**config.mk**
```make
export PLATFORM = sky130hd
export DESIGN_NAME = ac97_deframer_flat
export DESIGN_NICKNAME = d
export VERILOG_FILES = /design/src/rtl/ac97_pkg.sv /design/src/rtl/ac97_deframer_if.sv /design/src/rtl/ac97_slot_shift.sv /design/src/rtl/ac97_deframer.sv /design/src/flat_wrapper.sv
export SDC_FILE = /design/constraint.sdc
export NUM_CORES = 1
export LEC_CHECK = 0
export ABC_AREA = 1
export CAP_MARGIN = 15
export CELL_PAD_IN_SITES_DETAIL_PLACEMENT = 0
export CELL_PAD_IN_SITES_GLOBAL_PLACEMENT = 2
export CORE_MARGIN = 2
export CORE_UTILIZATION = 37
export DETAILED_ROUTE_END_ITERATION = 12
export PLACE_DENSITY_LB_ADDON = 0.1
export RECOVER_POWER = 25
export SYNTH_ARGS = -nofsm -noshare
export SYNTH_HDL_FRONTEND = slang
export SYNTH_SLANG_ARGS = --single-unit
```
**constraint.sdc**
```tcl
create_clock -name ac97_bitclk -period 18.7 [get_ports ac97_bitclk]
set_input_delay 3.74 -clock ac97_bitclk [delete_from_list [all_inputs] [get_ports ac97_bitclk]]
set_output_delay 3.74 -clock ac97_bitclk [all_outputs]
set_load 0.05 [all_outputs]
```
**src/rtl/ac97_pkg.sv**
```systemverilog
// ac97_pkg: shared constants, field indices and types for the AC-link
// input-direction deframer.
//   - frame geometry (tag + 12 slots = 256 bits)
//   - slot1/slot2 field positions
//   - deframer FSM state type
//   - slot boundary helper functions (bit positions within a frame)
package ac97_pkg;

  localparam int TAG_BITS   = 16;
  localparam int SLOT_BITS  = 20;
  localparam int NUM_SLOTS  = 12;
  localparam int FRAME_BITS = TAG_BITS + SLOT_BITS * NUM_SLOTS;

  localparam logic [7:0] LAST_BIT = 8'(FRAME_BITS - 1);
  localparam logic [7:0] TAG_LAST = 8'(TAG_BITS - 1);

  // slot1: register address and slot-request bits
  localparam int ADDR_HI = 18;
  localparam int ADDR_LO = 12;
  localparam int REQ_HI  = 11;
  localparam int REQ_LO  = 2;

  // slot2: register read-back data
  localparam int DATA_HI = 19;
  localparam int DATA_LO = 4;

  typedef enum logic {HUNT, LOCKED} state_t;

  // First bit of slot n (1..12) within the frame.
  function automatic logic [7:0] slot_start(input int n);
    return 8'(TAG_BITS + SLOT_BITS * (n - 1));
  endfunction

  // Last bit of slot n; the slot word is complete once this bit is shifted in.
  function automatic logic [7:0] slot_last(input int n);
    return slot_start(n) + 8'(SLOT_BITS - 1);
  endfunction

endpackage

```
**src/rtl/ac97_deframer_if.sv**
```systemverilog
// ac97_deframer_if: AC-link input pins plus the deframed frame outputs.
//   master: the deframer (takes ac97_sync/ac97_sdata_in, drives results)
//   slave : the consumer / link driver side
//   ac97_sync, ac97_sdata_in : looped-back SYNC and codec serial data
//   frame_strobe, locked, sync_err : framing status
//   codec_ready, tag_valid, status_* , slot_req, pcm_* : frame contents
interface ac97_deframer_if #(
  parameter int PCM_W = 20
);
  logic             ac97_sync;
  logic             ac97_sdata_in;
  logic             frame_strobe;
  logic             locked;
  logic             sync_err;
  logic             codec_ready;
  logic [11:0]      tag_valid;
  logic             status_valid;
  logic [6:0]       status_addr;
  logic [9:0]       slot_req;
  logic [15:0]      status_data;
  logic [PCM_W-1:0] pcm_l;
  logic             pcm_l_valid;
  logic [PCM_W-1:0] pcm_r;
  logic             pcm_r_valid;

  modport master (
    input  ac97_sync, ac97_sdata_in,
    output frame_strobe, locked, sync_err, codec_ready, tag_valid,
           status_valid, status_addr, slot_req, status_data,
           pcm_l, pcm_l_valid, pcm_r, pcm_r_valid
  );

  modport slave (
    output ac97_sync, ac97_sdata_in,
    input  frame_strobe, locked, sync_err, codec_ready, tag_valid,
           status_valid, status_addr, slot_req, status_data,
           pcm_l, pcm_l_valid, pcm_r, pcm_r_valid
  );
endinterface

```
**src/rtl/ac97_slot_shift.sv**
```systemverilog
// ac97_slot_shift: 20-bit serial-in shift register and slot-boundary decode.
//   clk, rst : bit clock (rising edge), async active-high reset
//   en       : frame alignment valid (load strobes are suppressed otherwise)
//   bit_in   : sampled serial data bit for this cycle
//   bit_cnt  : position of bit_in within the frame
//   word     : shift register contents including bit_in (MSB first)
//   ld_tag   : word[15:0] holds the complete tag this cycle
//   ld_slot  : ld_slot[n-1] -> word holds the complete slot n (n = 1..4)
module ac97_slot_shift
  import ac97_pkg::*;
(
  input  logic                 clk,
  input  logic                 rst,
  input  logic                 en,
  input  logic                 bit_in,
  input  logic [7:0]           bit_cnt,
  output logic [SLOT_BITS-1:0] word,
  output logic                 ld_tag,
  output logic [3:0]           ld_slot
);

  logic [SLOT_BITS-1:0] sr;

  // Expose the word with the current bit already appended so staging can
  // capture a slot on the same edge that its last bit arrives.
  assign word = {sr[SLOT_BITS-2:0], bit_in};

  always_ff @(posedge clk or posedge rst) begin
    if (rst) sr <= '0;
    else     sr <= word;
  end

  always_comb begin
    ld_slot = '0;
    ld_tag  = en && (bit_cnt == TAG_LAST);
    for (int n = 1; n <= 4; n++) begin
      ld_slot[n-1] = en && (bit_cnt == slot_last(n));
    end
  end

endmodule

```
**src/rtl/ac97_deframer.sv**
```systemverilog
// ac97_deframer: AC-link codec-to-controller frame receiver.
//   ac97_bitclk : codec bit clock, the only clock
//   ac97_rst    : async active-high reset
//   bus         : ac97_deframer_if.master (link inputs, frame outputs)
// Inputs are sampled on the falling edge; framing, staging and outputs run
// on the rising edge. Outputs are delivered together once per good frame.
module ac97_deframer
  import ac97_pkg::*;
#(
  parameter int PCM_W = 20
) (
  input  logic            ac97_bitclk,
  input  logic            ac97_rst,
  ac97_deframer_if.master bus
);

  logic                 s_sync, s_data, prev_sync, rise;
  state_t               state;
  logic [7:0]           bit_cnt;
  logic [SLOT_BITS-1:0] word;
  logic                 ld_tag;
  logic [3:0]           ld_slot;

  logic [TAG_BITS-1:3]  stg_tag;
  logic [6:0]           stg_addr;
  logic [9:0]           stg_req;
  logic [15:0]          stg_data;
  logic [PCM_W-1:0]     stg_l, stg_r;

  // Falling-edge capture gives the codec's rising-edge data half a cycle to settle.
  always_ff @(negedge ac97_bitclk or posedge ac97_rst) begin
    if (ac97_rst) begin
      s_sync <= 1'b0;
      s_data <= 1'b0;
    end else begin
      s_sync <= bus.ac97_sync;
      s_data <= bus.ac97_sdata_in;
    end
  end

  assign rise = s_sync & ~prev_sync;

  ac97_slot_shift u_shift (
    .clk     (ac97_bitclk),
    .rst     (ac97_rst),
    .en      (state == LOCKED),
    .bit_in  (s_data),
    .bit_cnt (bit_cnt),
    .word    (word),
    .ld_tag  (ld_tag),
    .ld_slot (ld_slot)
  );

  // Staging: each field is captured as soon as its slot completes; a frame
  // that is later discarded simply gets overwritten by the next one.
  always_ff @(posedge ac97_bitclk or posedge ac97_rst) begin
    if (ac97_rst) begin
      stg_tag  <= '0;
      stg_addr <= '0;
      stg_req  <= '0;
      stg_data <= '0;
      stg_l    <= '0;
      stg_r    <= '0;
    end else begin
      if (ld_tag) stg_tag <= word[TAG_BITS-1:3];
      if (ld_slot[0]) begin
        stg_addr <= word[ADDR_HI:ADDR_LO];
        stg_req  <= word[REQ_HI:REQ_LO];
      end
      if (ld_slot[1]) stg_data <= word[DATA_HI:DATA_LO];
      if (ld_slot[2]) stg_l <= word[SLOT_BITS-1 -: PCM_W];
      if (ld_slot[3]) stg_r <= word[SLOT_BITS-1 -: PCM_W];
    end
  end

  // Framing FSM and output registers. A rise on the last bit closes a good
  // frame and delivers it; any other rise realigns, and a missing rise
  // drops back to hunting.
  always_ff @(posedge ac97_bitclk or posedge ac97_rst) begin
    if (ac97_rst) begin
      state            <= HUNT;
      bit_cnt          <= '0;
      prev_sync        <= 1'b0;
      bus.frame_strobe <= 1'b0;
      bus.locked       <= 1'b0;
      bus.sync_err     <= 1'b0;
      bus.codec_ready  <= 1'b0;
      bus.tag_valid    <= '0;
      bus.status_valid <= 1'b0;
      bus.status_addr  <= '0;
      bus.slot_req     <= '0;
      bus.status_data  <= '0;
      bus.pcm_l        <= '0;
      bus.pcm_l_valid  <= 1'b0;
      bus.pcm_r        <= '0;
      bus.pcm_r_valid  <= 1'b0;
    end else begin
      prev_sync        <= s_sync;
      bus.frame_strobe <= 1'b0;
      bus.sync_err     <= 1'b0;
      bus.status_valid <= 1'b0;
      case (state)
        HUNT: begin
          if (rise) begin
            state      <= LOCKED;
            bit_cnt    <= '0;
            bus.locked <= 1'b1;
          end
        end
        LOCKED: begin
          if (bit_cnt == LAST_BIT) begin
            bit_cnt <= '0;
            if (rise) begin
              bus.frame_strobe <= 1'b1;
              bus.codec_ready  <= stg_tag[15];
              bus.tag_valid    <= stg_tag[14:3];
              bus.status_valid <= stg_tag[14] & stg_tag[13];
              bus.status_addr  <= stg_addr;
              bus.slot_req     <= stg_req;
              bus.status_data  <= stg_data;
              bus.pcm_l        <= stg_l;
              bus.pcm_l_valid  <= stg_tag[12];
              bus.pcm_r        <= stg_r;
              bus.pcm_r_valid  <= stg_tag[11];
            end else begin
              bus.sync_err <= 1'b1;
              bus.locked   <= 1'b0;
              state        <= HUNT;
            end
          end else if (rise) begin
            bus.sync_err <= 1'b1;
            bit_cnt      <= '0;
          end else begin
            bit_cnt <= bit_cnt + 8'd1;
          end
        end
        default: state <= HUNT;
      endcase
    end
  end

endmodule
```
**src/flat_wrapper.sv**
```systemverilog
// flat-port wrapper written by rule: the top's interface ports become plain ports
module ac97_deframer_flat import ac97_pkg::*;
#(
  parameter int PCM_W = 20
)
  (ac97_bitclk, ac97_rst, bus_ac97_sync, bus_ac97_sdata_in, bus_frame_strobe, bus_locked, bus_sync_err, bus_codec_ready, bus_tag_valid, bus_status_valid, bus_status_addr, bus_slot_req, bus_status_data, bus_pcm_l, bus_pcm_l_valid, bus_pcm_r, bus_pcm_r_valid);
  ac97_deframer_if #(.PCM_W(PCM_W)) bus_i ();
  input  logic ac97_bitclk;
  input  logic ac97_rst;
  input wire logic [$bits(bus_i.ac97_sync)-1:0] bus_ac97_sync;
  input wire logic [$bits(bus_i.ac97_sdata_in)-1:0] bus_ac97_sdata_in;
  output wire logic [$bits(bus_i.frame_strobe)-1:0] bus_frame_strobe;
  output wire logic [$bits(bus_i.locked)-1:0] bus_locked;
  output wire logic [$bits(bus_i.sync_err)-1:0] bus_sync_err;
  output wire logic [$bits(bus_i.codec_ready)-1:0] bus_codec_ready;
  output wire logic [$bits(bus_i.tag_valid)-1:0] bus_tag_valid;
  output wire logic [$bits(bus_i.status_valid)-1:0] bus_status_valid;
  output wire logic [$bits(bus_i.status_addr)-1:0] bus_status_addr;
  output wire logic [$bits(bus_i.slot_req)-1:0] bus_slot_req;
  output wire logic [$bits(bus_i.status_data)-1:0] bus_status_data;
  output wire logic [$bits(bus_i.pcm_l)-1:0] bus_pcm_l;
  output wire logic [$bits(bus_i.pcm_l_valid)-1:0] bus_pcm_l_valid;
  output wire logic [$bits(bus_i.pcm_r)-1:0] bus_pcm_r;
  output wire logic [$bits(bus_i.pcm_r_valid)-1:0] bus_pcm_r_valid;
  assign bus_i.ac97_sync = bus_ac97_sync;
  assign bus_i.ac97_sdata_in = bus_ac97_sdata_in;
  assign bus_frame_strobe = bus_i.frame_strobe;
  assign bus_locked = bus_i.locked;
  assign bus_sync_err = bus_i.sync_err;
  assign bus_codec_ready = bus_i.codec_ready;
  assign bus_tag_valid = bus_i.tag_valid;
  assign bus_status_valid = bus_i.status_valid;
  assign bus_status_addr = bus_i.status_addr;
  assign bus_slot_req = bus_i.slot_req;
  assign bus_status_data = bus_i.status_data;
  assign bus_pcm_l = bus_i.pcm_l;
  assign bus_pcm_l_valid = bus_i.pcm_l_valid;
  assign bus_pcm_r = bus_i.pcm_r;
  assign bus_pcm_r_valid = bus_i.pcm_r_valid;
  ac97_deframer #(.PCM_W(PCM_W)) u_core (.ac97_bitclk(ac97_bitclk), .ac97_rst(ac97_rst), .bus(bus_i));
endmodule
```
==> metrics.md <==
| Metric | Value |
|---|---|
| Status | finished with violations |
| Failing checks | capacitance limit, slew limit |
| Max Clock Skew | between 0.01 and 0.015 ns |
| Number of flops mapped to enable cells by yosys | 0 |
| Area contributors post-synth | dfrtp_1, nand2_1, nand3_1, o21ai_0, inv_1 |
| Ys flop type | dfrtp_1 |
| Rows | 53 |
| Endpoint type of the worst setup path | asynchronous set/reset pin |
| Crit path cell chain | dlygate4sd3_1 -> inv_8 |
| Antenna violations before repair | 0 |
| R2R Setup Slk | 6.22 ns |
| Fin. max-slew vios | around 130 |
| Post-CTS Setup Bufs | 0 |
| Hold depth | 0 |
| Area Overhead vs Synth | 24.2% |
| Yosys reg bits | 207 |
| Pwr per Cell Area | around 99 nW/um2 |
| Area fraction in compound gates after synthesis | 0.0332 |
| Critical-path cell with the highest stage delay | dlygate4sd3_1 |
| Stages on worst setup path | 2 |
| Main combinational cell family by area after synthesis | simple AND/OR/NAND/NOR gates |
| Req. time, crit path | 10.02 ns |
| Multiplexer share of the synthesized area | 0 |
| R2R depth | 5 |
| Clk buf depth | 3 |
| Synthesized area | ~8000 um2 |
| Synth cell types | 24 |
| Adder-cell area share of the yosys netlist | 0.00471 |
| Final setup fails | 0 |
| RSZ-0062 raised after global routing | false |
| Pleak | 0.00509 uW |
| Via density | around 4.8 |
| Synth Area in XOR/XNOR | 0.00110 |
| Clk pin slew, worst setup/hold paths | 0.06 ns |
| Vias in the first global route | 6,086 |
| Fin Setup TNS | 0 ns |
| Clock sink count | 207 |
| Final HPWL DP | roughly 11 mm |
| Sequential area share after synthesis | 0.651 |
| Worst slew margin | -0.198 |
| Vias | 5,802 |
| DRC | 0 |
| Hold_buf cts | 0 |
| Die X-Extent | between 150 and 200 um |
| Final instance area | 9890 um2 |
| Least-Margin Pin Slew | around 1.8 ns |
| CTS resizes | 0 |
| Antenna-violating nets left | 0 |
| DRT iter0 DRCs | slightly below 400 |
| Ys Warns | 0 |
| Biggest area consumer among synthesized cells | dfrtp_1 |
| Cell family with the largest share of critical-path delay | buffers and inverters |
| I/O pin count | 96 |
| Post-synth top cells | nand2_1, dfrtp_1, nand3_1 |
| DRT Pass-1 Iters | 6 |
| Fin cells | roughly 1.2k |
| Final hold violation count | 0 |
| Total global-route track usage | 0.175 |
| Post-Syn Instances | roughly 840 |
| Hold_ws | between 0.3 and 0.4 ns |
| Maxcap violations | 4 |
| Nets | a little over 900 |
| Initial core utilization | 0.378 |
| Tot Pwr | 983 uW |
| Crit path kind | in -> async |
| Syn_area_per_cell | around 9.4 um2 |
| First-pass GRT wire length | 31.9 mm |
| Layout cells sized above 1 | 0.0572 |
| Count leader, synth | nand2_1 |
| Critical path buffers and inverters | 2 |
| Critical path startpoint category | input pin |
| Core box area | around 21,000 um2 |
| H-tree level count | 1 |
| DP Area | between 9000 and 10,000 um2 |
| Clk root buf | clkbuf_16 |
| VDD IR max | ~0.000065 V |
| Routed len/inst | around 15 um |
| CTS tree | built |
| GRT Residual Overflow | 0 |
| Simple-gate portion of the synthesized area | 0.263 |
| CTS Buf Count | 24 |
| Hold crit path type | reg -> reg |
| Die height | 151 um |
| DIE AREA | ~23,000 um2 |
| Largest net degree at the start of global routing | between 90 and 100 |
| Placed Cells | roughly 1.2k |
| Final GP Congestion | 0.737 |
| Post-Syn Nets | 851 |
| Post-synth ARST share | 1.00 |
| ANT cells | 0 |
| Critical path arrival | roughly 4.9 ns |
| Yosys top cell area share | 0.644 |
| Port-buffer cells | 95 |
| Critical path peak fanout | 93 |
| Later-pin clock latency in the skew report | 0.51 ns |
| Routed wire length | 18.9 mm |
| Max incr delay on CP | 0.61 ns |
==> cell usage in the layout (no fill, tap or decap), types with 3 or more instances in the layout <==
master / n
buf_4: 6
clkbuf_1: 6
clkbuf_16: 25
clkbuf_8: 6
clkdlybuf4s50_1: 94
clkinv_2: 6
dfrtp_1: 205
ha_1: 3
inv_1: 37
nand2_1: 340
nand3_1: 135
nor2_1: 11
nor3_1: 3
o21ai_0: 47
==> report_power, final <==
group	internal, uW	switching [uW]	leakage [uW]	total, uW
registers	460	12.3	0.00283	472
clock network	282	184	0.000403	466
logic	10.2	33.5	0.00186	43.6
==> metal layers <==
metal | global-route usage | vias up | wire length, um
met4 | 0.0425 | 0 | 386
met2 | 0.271 | 120 | 8340
li1 | - | 2865 | -
met5 | 0 | - | 0
met1 | 0.259 | 2792 | 9400
met3 | 0.0264 | 25 | 765
==> registers in the layout (all words and copies together), names as in the netlist, 7 cells and up <==
signal and flops:
u_core.bus.tag_valid 12, u_core.stg_data 16, u_core.stg_r 20, u_core.stg_req 10, u_core.stg_tag 13, u_core.bus.pcm_r 20, u_core.bit_cnt 8, u_core.bus.pcm_l 20
u_core.bus.status_data 16, u_core.stg_l 20, u_core.bus.status_addr 7, u_core.bus.slot_req 10, u_core.stg_addr 7, u_core.u_shift.sr 19
==> cell families (layout without fill, tap and decap cells) <==
kind of cell	count (synthesis)	in the layout
AOI/OAI and AO/OA	51	51
xor gates and xnor gates	1	1
DFF	207	207
and+or+nand+nor	495	495
adders and majority gates	3	3
buffers and inverters	87	187
==> stage by stage <==
stage / setup WS, ns / utilization
after floorplan: 0.150 / -
after global placement: 4.68 / 0.432
after detailed placement: 4.65 / 0.432
after CTS: 5.20 / 0.470
after global routing: 5.01 / 0.469
final: 5.14 / 0.469
==> path summary, 6_finish.rpt <==
path,to,from
max in group ac97_bitclk,u_core.s_sync,bus_ac97_sync
min in group asynchronous,u_core.bus.pcm_r[13],ac97_rst
max,u_core.s_sync,ac97_rst
max reg2reg,u_core.bus.tag_valid[11],u_core.s_sync
min,u_core.u_shift.sr[1],u_core.u_shift.sr[0]
min reg2reg,u_core.u_shift.sr[1],u_core.u_shift.sr[0]
==> cell type report <==
cell class              count  area [um2]
clock inverters            10        87.6
fillers                  2051       11200
repair buffers            104        1010
inverters                  39         154
multi-input cells         550        2400
flip-flops and latches    207        5180
clock buffers              34         719
well taps                 275         344
Power figures use the tool's default switching activity.
